===== config.mk =====
export PLATFORM = sky130hd
export DESIGN_NAME = txrx_interface
export DESIGN_NICKNAME = d
export VERILOG_FILES = /design/src/rtl/txrx_interface.sv
export SDC_FILE = /design/constraint.sdc
export NUM_CORES = 1
export LEC_CHECK = 0
export BUFFER_PORTS_ARGS = -buffer_cell sky130_fd_sc_hd__buf_2
export CAP_MARGIN = 20
export CORE_MARGIN = 2
export CORE_UTILIZATION = 59
export DETAILED_ROUTE_END_ITERATION = 8
export PLACE_DENSITY = 0.8
export SLEW_MARGIN = 40
export SYNTH_ARGS = -nofsm -noshare
export SYNTH_HDL_FRONTEND = slang
export SYNTH_SLANG_ARGS = --single-unit
export TNS_END_PERCENT = 50

===== constraint.sdc =====
create_clock -name clk -period 3.9 [get_ports clk]
set_clock_uncertainty 0.05 [all_clocks]
set_input_delay 0.195 -clock clk [delete_from_list [all_inputs] [get_ports clk]]
set_output_delay 0.195 -clock clk [all_outputs]
set_load 0.01 [all_outputs]

===== src/rtl/txrx_interface.sv =====
// txrx_interface: memory-mapped TX/RX FIFO bridge between the datapath load/store port and the link serializer.
// Latency: a TX_DATA write is on tx_data/tx_valid the next cycle; an accepted RX word is readable the next cycle; register reads are combinational.
// Backpressure: tx_ready stalls the TX head; rx_ready = RX not full; TX writes while full are dropped and flagged in tx_drop.
//
// Ports: clk/rst (async active-low); address_rw/data_in/memory_write_enable/memory_read_enable form the CPU
// register port; peripheral_select/peripheral_data_out feed the datapath read mux; tx_* and rx_* are the
// valid/ready link channels; rx_interrupt is a registered "RX has data" request gated by CTRL[1].
// Optional build: define TXRX_LOOPBACK_EN to implement CTRL[0] internal loopback (TX head -> RX FIFO).

// Generic synchronous FIFO, first-word fall-through head. Push when full and pop when empty are ignored.
// Latency: pushed word visible at head_dat the cycle after the push if the FIFO was empty.
// Backpressure: none internally; the caller gates push/pop using count.
module sync_fifo #(
    parameter int DEPTH = 8,
    parameter int WIDTH = 16
) (
    input  logic                       clk,
    input  logic                       rst,
    input  logic                       push,
    input  logic [WIDTH-1:0]           push_dat,
    input  logic                       pop,
    output logic [WIDTH-1:0]           head_dat,
    output logic [$clog2(DEPTH):0]     count
);
    localparam int PTR_W = $clog2(DEPTH);
    localparam int CNT_W = PTR_W + 1;
    localparam logic [CNT_W-1:0] FULL_CNT = CNT_W'(DEPTH);

    logic [WIDTH-1:0] mem [DEPTH];
    logic [PTR_W-1:0] wr_ptr;
    logic [PTR_W-1:0] rd_ptr;
    logic             push_ok;
    logic             pop_ok;

    assign push_ok  = push && (count != FULL_CNT);
    assign pop_ok   = pop && (count != '0);
    assign head_dat = mem[rd_ptr];

    // Pointer width is exactly log2(DEPTH), so the increments wrap modulo DEPTH.
    always_ff @(posedge clk or negedge rst) begin
        if (!rst) begin
            wr_ptr <= '0;
            rd_ptr <= '0;
            count  <= '0;
        end else begin
            if (push_ok) wr_ptr <= wr_ptr + 1'b1;
            if (pop_ok)  rd_ptr <= rd_ptr + 1'b1;
            case ({push_ok, pop_ok})
                2'b10:   count <= count + 1'b1;
                2'b01:   count <= count - 1'b1;
                default: count <= count;
            endcase
        end
    end

    // Storage is not reset: contents are meaningless once the pointers are cleared.
    always_ff @(posedge clk) begin
        if (push_ok) mem[wr_ptr] <= push_dat;
    end
endmodule

module txrx_interface #(
    parameter logic [15:0] BASE_ADDRESS = 16'hFFF0,
    parameter int          DATA_WIDTH   = 16,
    parameter int          FIFO_DEPTH   = 8
) (
    input  logic                  clk,
    input  logic                  rst,
    input  logic [15:0]           address_rw,
    input  logic [DATA_WIDTH-1:0] data_in,
    input  logic                  memory_write_enable,
    input  logic                  memory_read_enable,
    output logic                  peripheral_select,
    output logic [DATA_WIDTH-1:0] peripheral_data_out,
    output logic [DATA_WIDTH-1:0] tx_data,
    output logic                  tx_valid,
    input  logic                  tx_ready,
    input  logic [DATA_WIDTH-1:0] rx_data,
    input  logic                  rx_valid,
    output logic                  rx_ready,
    output logic                  rx_interrupt
);
    localparam int CNT_W = $clog2(FIFO_DEPTH) + 1;
    localparam logic [CNT_W-1:0] FULL_CNT = CNT_W'(FIFO_DEPTH);

    localparam logic [1:0] REG_TX_DATA = 2'd0;
    localparam logic [1:0] REG_RX_DATA = 2'd1;
    localparam logic [1:0] REG_STATUS  = 2'd2;
    localparam logic [1:0] REG_CTRL    = 2'd3;

    // Address decode: unsigned subtraction wraps addresses below the base to large offsets.
    logic [15:0] offset;
    logic [1:0]  reg_idx;
    assign offset            = address_rw - BASE_ADDRESS;
    assign peripheral_select = (offset < 16'd4);
    assign reg_idx           = offset[1:0];

    logic wr_tx, rd_rx, rd_status, wr_ctrl;
    assign wr_tx     = memory_write_enable && peripheral_select && (reg_idx == REG_TX_DATA);
    assign rd_rx     = memory_read_enable  && peripheral_select && (reg_idx == REG_RX_DATA);
    assign rd_status = memory_read_enable  && peripheral_select && (reg_idx == REG_STATUS);
    assign wr_ctrl   = memory_write_enable && peripheral_select && (reg_idx == REG_CTRL);

    logic [CNT_W-1:0]      tx_count, rx_count;
    logic                  tx_full, tx_empty, rx_full, rx_empty;
    logic [DATA_WIDTH-1:0] rx_head;
    logic                  tx_push, tx_pop, rx_push, rx_pop;
    logic [DATA_WIDTH-1:0] rx_push_dat;
    logic                  tx_drop, rx_underrun, irq_enable, link_en;
    logic                  loopback, lb_move;

    assign tx_full  = (tx_count == FULL_CNT);
    assign tx_empty = (tx_count == '0);
    assign rx_full  = (rx_count == FULL_CNT);
    assign rx_empty = (rx_count == '0);

    // Held low through reset so the link sees no ready until the first clock after release.
    always_ff @(posedge clk or negedge rst) begin
        if (!rst) link_en <= 1'b0;
        else      link_en <= 1'b1;
    end

    always_ff @(posedge clk or negedge rst) begin
        if (!rst)         irq_enable <= 1'b0;
        else if (wr_ctrl) irq_enable <= data_in[1];
    end

`ifdef TXRX_LOOPBACK_EN
    always_ff @(posedge clk or negedge rst) begin
        if (!rst)         loopback <= 1'b0;
        else if (wr_ctrl) loopback <= data_in[0];
    end
    assign lb_move = loopback && !tx_empty && !rx_full;
`else
    assign loopback = 1'b0;
    assign lb_move  = 1'b0;
`endif

    assign tx_valid = !tx_empty && !loopback;
    assign rx_ready = link_en && !rx_full && !loopback;

    // A write while full is dropped based on the registered full flag, even if the link pops this edge.
    assign tx_push     = wr_tx && !tx_full;
    assign tx_pop      = (tx_valid && tx_ready) || lb_move;
    assign rx_push     = (rx_valid && rx_ready) || lb_move;
    assign rx_push_dat = lb_move ? tx_data : rx_data;
    assign rx_pop      = rd_rx && !rx_empty;

    sync_fifo #(.DEPTH(FIFO_DEPTH), .WIDTH(DATA_WIDTH)) u_tx_fifo (
        .clk      (clk),
        .rst      (rst),
        .push     (tx_push),
        .push_dat (data_in),
        .pop      (tx_pop),
        .head_dat (tx_data),
        .count    (tx_count)
    );

    sync_fifo #(.DEPTH(FIFO_DEPTH), .WIDTH(DATA_WIDTH)) u_rx_fifo (
        .clk      (clk),
        .rst      (rst),
        .push     (rx_push),
        .push_dat (rx_push_dat),
        .pop      (rx_pop),
        .head_dat (rx_head),
        .count    (rx_count)
    );

    // Sticky error flags: a STATUS read clears them, but a set on the same edge wins.
    always_ff @(posedge clk or negedge rst) begin
        if (!rst) begin
            tx_drop     <= 1'b0;
            rx_underrun <= 1'b0;
        end else begin
            tx_drop     <= (wr_tx && tx_full)  || (tx_drop && !rd_status);
            rx_underrun <= (rd_rx && rx_empty) || (rx_underrun && !rd_status);
        end
    end

    always_ff @(posedge clk or negedge rst) begin
        if (!rst) rx_interrupt <= 1'b0;
        else      rx_interrupt <= irq_enable && !rx_empty;
    end

    logic [15:0] status_word;
    logic [15:0] ctrl_word;
    assign status_word = {8'(rx_count), 2'b00, rx_underrun, tx_drop,
                          rx_empty, rx_full, tx_empty, tx_full};
    assign ctrl_word   = {14'b0, irq_enable, loopback};

    always_comb begin
        peripheral_data_out = '0;
        if (peripheral_select) begin
            case (reg_idx)
                REG_RX_DATA: if (!rx_empty) peripheral_data_out = rx_head;
                REG_STATUS:  peripheral_data_out = DATA_WIDTH'(status_word);
                REG_CTRL:    peripheral_data_out = DATA_WIDTH'(ctrl_word);
                default:     peripheral_data_out = '0;
            endcase
        end
    end
endmodule


==> reports/results.ini <==
[min_path]
hold_path_depth=3
hp-class=primary input to flip-flop

[synth]
synthArstFlopShare=0.08897
syn_inst=547
avgSynthCellArea_um2=20.62
syn_area_um2=11280
synthFlopType=edfxtp_1
synth_top_area_frac=0.6816
syn_nets=611
yosysTopAreaCell=edfxtp_1
synth_edf_count=256
yosysSeqAreaShare=0.7371
yosys_warnings=0
synth_area_leaders=edfxtp_1, mux4_2, dfrtp_1, mux2_2, mux2i_1
synth-seq-cells=281
synth_cell_type_count=48

[place]
dp_hpwl_um=13410
gp_congestion=0.8207
port_buffers=89
dp_slack_ps=1153

[layout]
nets=764
drive_above_1_share=0.3556
n_antenna_cell=0
synthToLayoutAreaGrowth_pct=17.73
utilization=0.7098

[sta]
layout_setup_ws_ps=859.7
rsz0062_at_grt=false
tightest_slew_ps=792.3
slew_headroom=0.4698
period_needed_ps=3040
setup-tns-final_ps=0
finalMaxSlewViolations=0
timing.final.crit_share=0.7796
clock.fmax_mhz=328.9
final-hold-violation-count=0
setup_viol=0

[power_and_ir_drop]
p_sw_w=0.001883
swShare=0.2533
power_w=0.007434
power.density_nw_per_um2=559.9
p_seq_frac=0.499
internal-power_w=0.005551
comb_power_share=0.182
clock_power_share=0.319
leakage_nw=4.525
ir_drop_mv=0.3764

[critical_path]
worstPathRequired_ps=3650
crit_path_start_kind=flip-flop
cp.arrival_ps=2800
rrSetupSlack_ps=1120
crit_path_end_kind=output port
path_max_fanout=14
critPathKind=flip-flop to output port
worstRegToRegCells=10

[detailed_routing]
route.final.wire_length_um=22300
viasPerCell=6.100
drt_iter0_drc=489
firstDrtPassIters=5
detail-route-antenna-nets=0
drc=0
num_vias=5801
routedWlPerCell_um=23.44

[die]
core_area_um2=18710
num_rows=50
die-area_um2=20240
pin_count=90
die_x_um=142.3
fp.dieH_um=142.3
start_util=0.6029

[clocking]
clock_latency_ps=520
cts_tree=yes
clkSinkCount=281
cts_root_buffer=clkbuf_16
cts_max_level=1
post_cts_buffers=0
clock_path_buffers=3
cts_buffers=27
cts.clk_slew.worst_paths_ps=60

[outcome]
status=completed

[run]
max-cap-violations=0

[grt]
grt_pass1_vias=6173
grt_overflow=0
grt_pass1_wl_um=33730
grt_antenna_before_repair=0
grt_max_degree=34
track_usage=0.2218

[final timing paths]
| path | end | from |
|---|---|---|
| min in group asynchronous | u_rx_fifo.wr_ptr[1] | rst |
| setup / recovery | peripheral_data_out[4] | u_rx_fifo.count[1] |
| setup reg to reg | u_rx_fifo.count[2] | u_rx_fifo.count[1] |
| max in group asynchronous | u_rx_fifo.rd_ptr[0] | rst |
| hold / removal | irq_enable | address_rw[1] |
| hold reg to reg | u_tx_fifo.count[3] | u_tx_fifo.count[3] |
[synth_stat cells (all sizes together) (5+ instances only)]
| library cell | number |
|---|---|
| buf | 19 |
| mux4 | 62 |
| dfrtp | 25 |
| nand3 | 5 |
| nor3 | 6 |
| xnor2 | 7 |
| nand4 | 6 |
| nand2 | 10 |
| mux2 | 24 |
| nor2 | 22 |
| clkbuf | 7 |
| o2bb2ai | 7 |
| nor2b | 6 |
| mux2i | 18 |
| edfxtp | 256 |
| xor2 | 11 |
| ha | 10 |
[per-layer routing]
layer / wire [um] / track usage / up-vias
li1: - / - / 2538
met3: 1161 / 0.03533 / 49
met2: 11870 / 0.3949 / 198
met1: 8619 / 0.2779 / 3016
met4: 642 / 0.08053 / 0
met5: 0 / 0 / -
[cells in the final DEF, fill, tap and decap left out, types with 2 or more instances in the layout]
cell and count:
a21oi_1 4, a22oi_1 2, buf_2 89, buf_4 20, buf_6 4, clkbuf_1 5, clkbuf_16 27, clkbuf_8 4
clkinv_2 8, dfrtp_1 22, dfrtp_2 2, dlygate4sd3_1 37, edfxtp_1 256, ha_1 10, inv_1 2, mux2_2 22
mux2_4 2, mux2i_1 18, mux4_2 62, nand2_1 10, nand2b_1 4, nand3_1 5, nand3b_1 3, nand4_1 6
nand4b_1 2, nor2_1 21, nor2b_1 6, nor3_1 2, nor3_2 2, nor3_4 2, nor3b_1 4, nor4_4 2
o21ai_0 4, o22ai_1 2, o2bb2ai_1 7, xnor2_1 7, xor2_1 11
[area by class of cell]
cell class                 instances  area (um^2)
sequential                       281         8319
fill                            1114         5428
inverter                           2        7.507
clock buffer                      36        749.5
timing repair buffer             150         1011
tap                              234        292.8
clock inverter                    10        51.30
multi-input combinational        238         2846
[flip-flops by register name, indices dropped and copies added (netlist names)]
name and count:
u_rx_fifo.mem 128, u_tx_fifo.mem 128, u_rx_fifo.count 4, u_tx_fifo.count 4
u_rx_fifo.rd_ptr 3, u_rx_fifo.wr_ptr 3, u_tx_fifo.rd_ptr 3, u_tx_fifo.wr_ptr 3
irq_enable 1, link_en 1, rx_interrupt 1, rx_underrun 1
tx_drop 1
[what timing repair did]
action                                 CTS  global route
endpoints found under the hold margin  285             0
hold buffers                            37             0
resized for setup                        0             0
[power by group through the flow]
stage               clock network (W)  registers (W)  logic [W]
detailed placement                  0        0.00377    0.00132
CTS                           0.00240        0.00371    0.00137
global placement                    0        0.00375    0.00126
floorplan                           0        0.00362    0.00105
finish                        0.00237        0.00371    0.00136
global route                  0.00250        0.00374    0.00146
[through the flow]
step,hold WS (ps),instances,cell area (um^2)
6_report,38.46,951,13280
5_1_grt,48.88,951,13280
3_3_place_gp,168.8,864,12060
3_5_place_dp,171.4,868,12110
4_1_cts,20.27,951,13280
2_1_floorplan,-150.6,547,11280
[cells by family after synthesis]
logic type | count (synthesis) | share of synthesized area
compound gates | 23 | 0.01453
xor+xnor | 18 | 0.01398
fa+ha+maj | 10 | 0.01109
buf+inv | 28 | 0.01365
flops | 281 | 0.7371
mux | 104 | 0.1644
other cells | 1 | 0.0003325
simple gates | 82 | 0.04493
[critical path: stages, from the launching register on]
cell       delay, ps
dfrtp_1          530
nor4_4           110
nor3b_1          470
nand2_1          520
o2bb2ai_1        450
buf_2            200
Note: power is estimated with default switching activity, not from simulation.
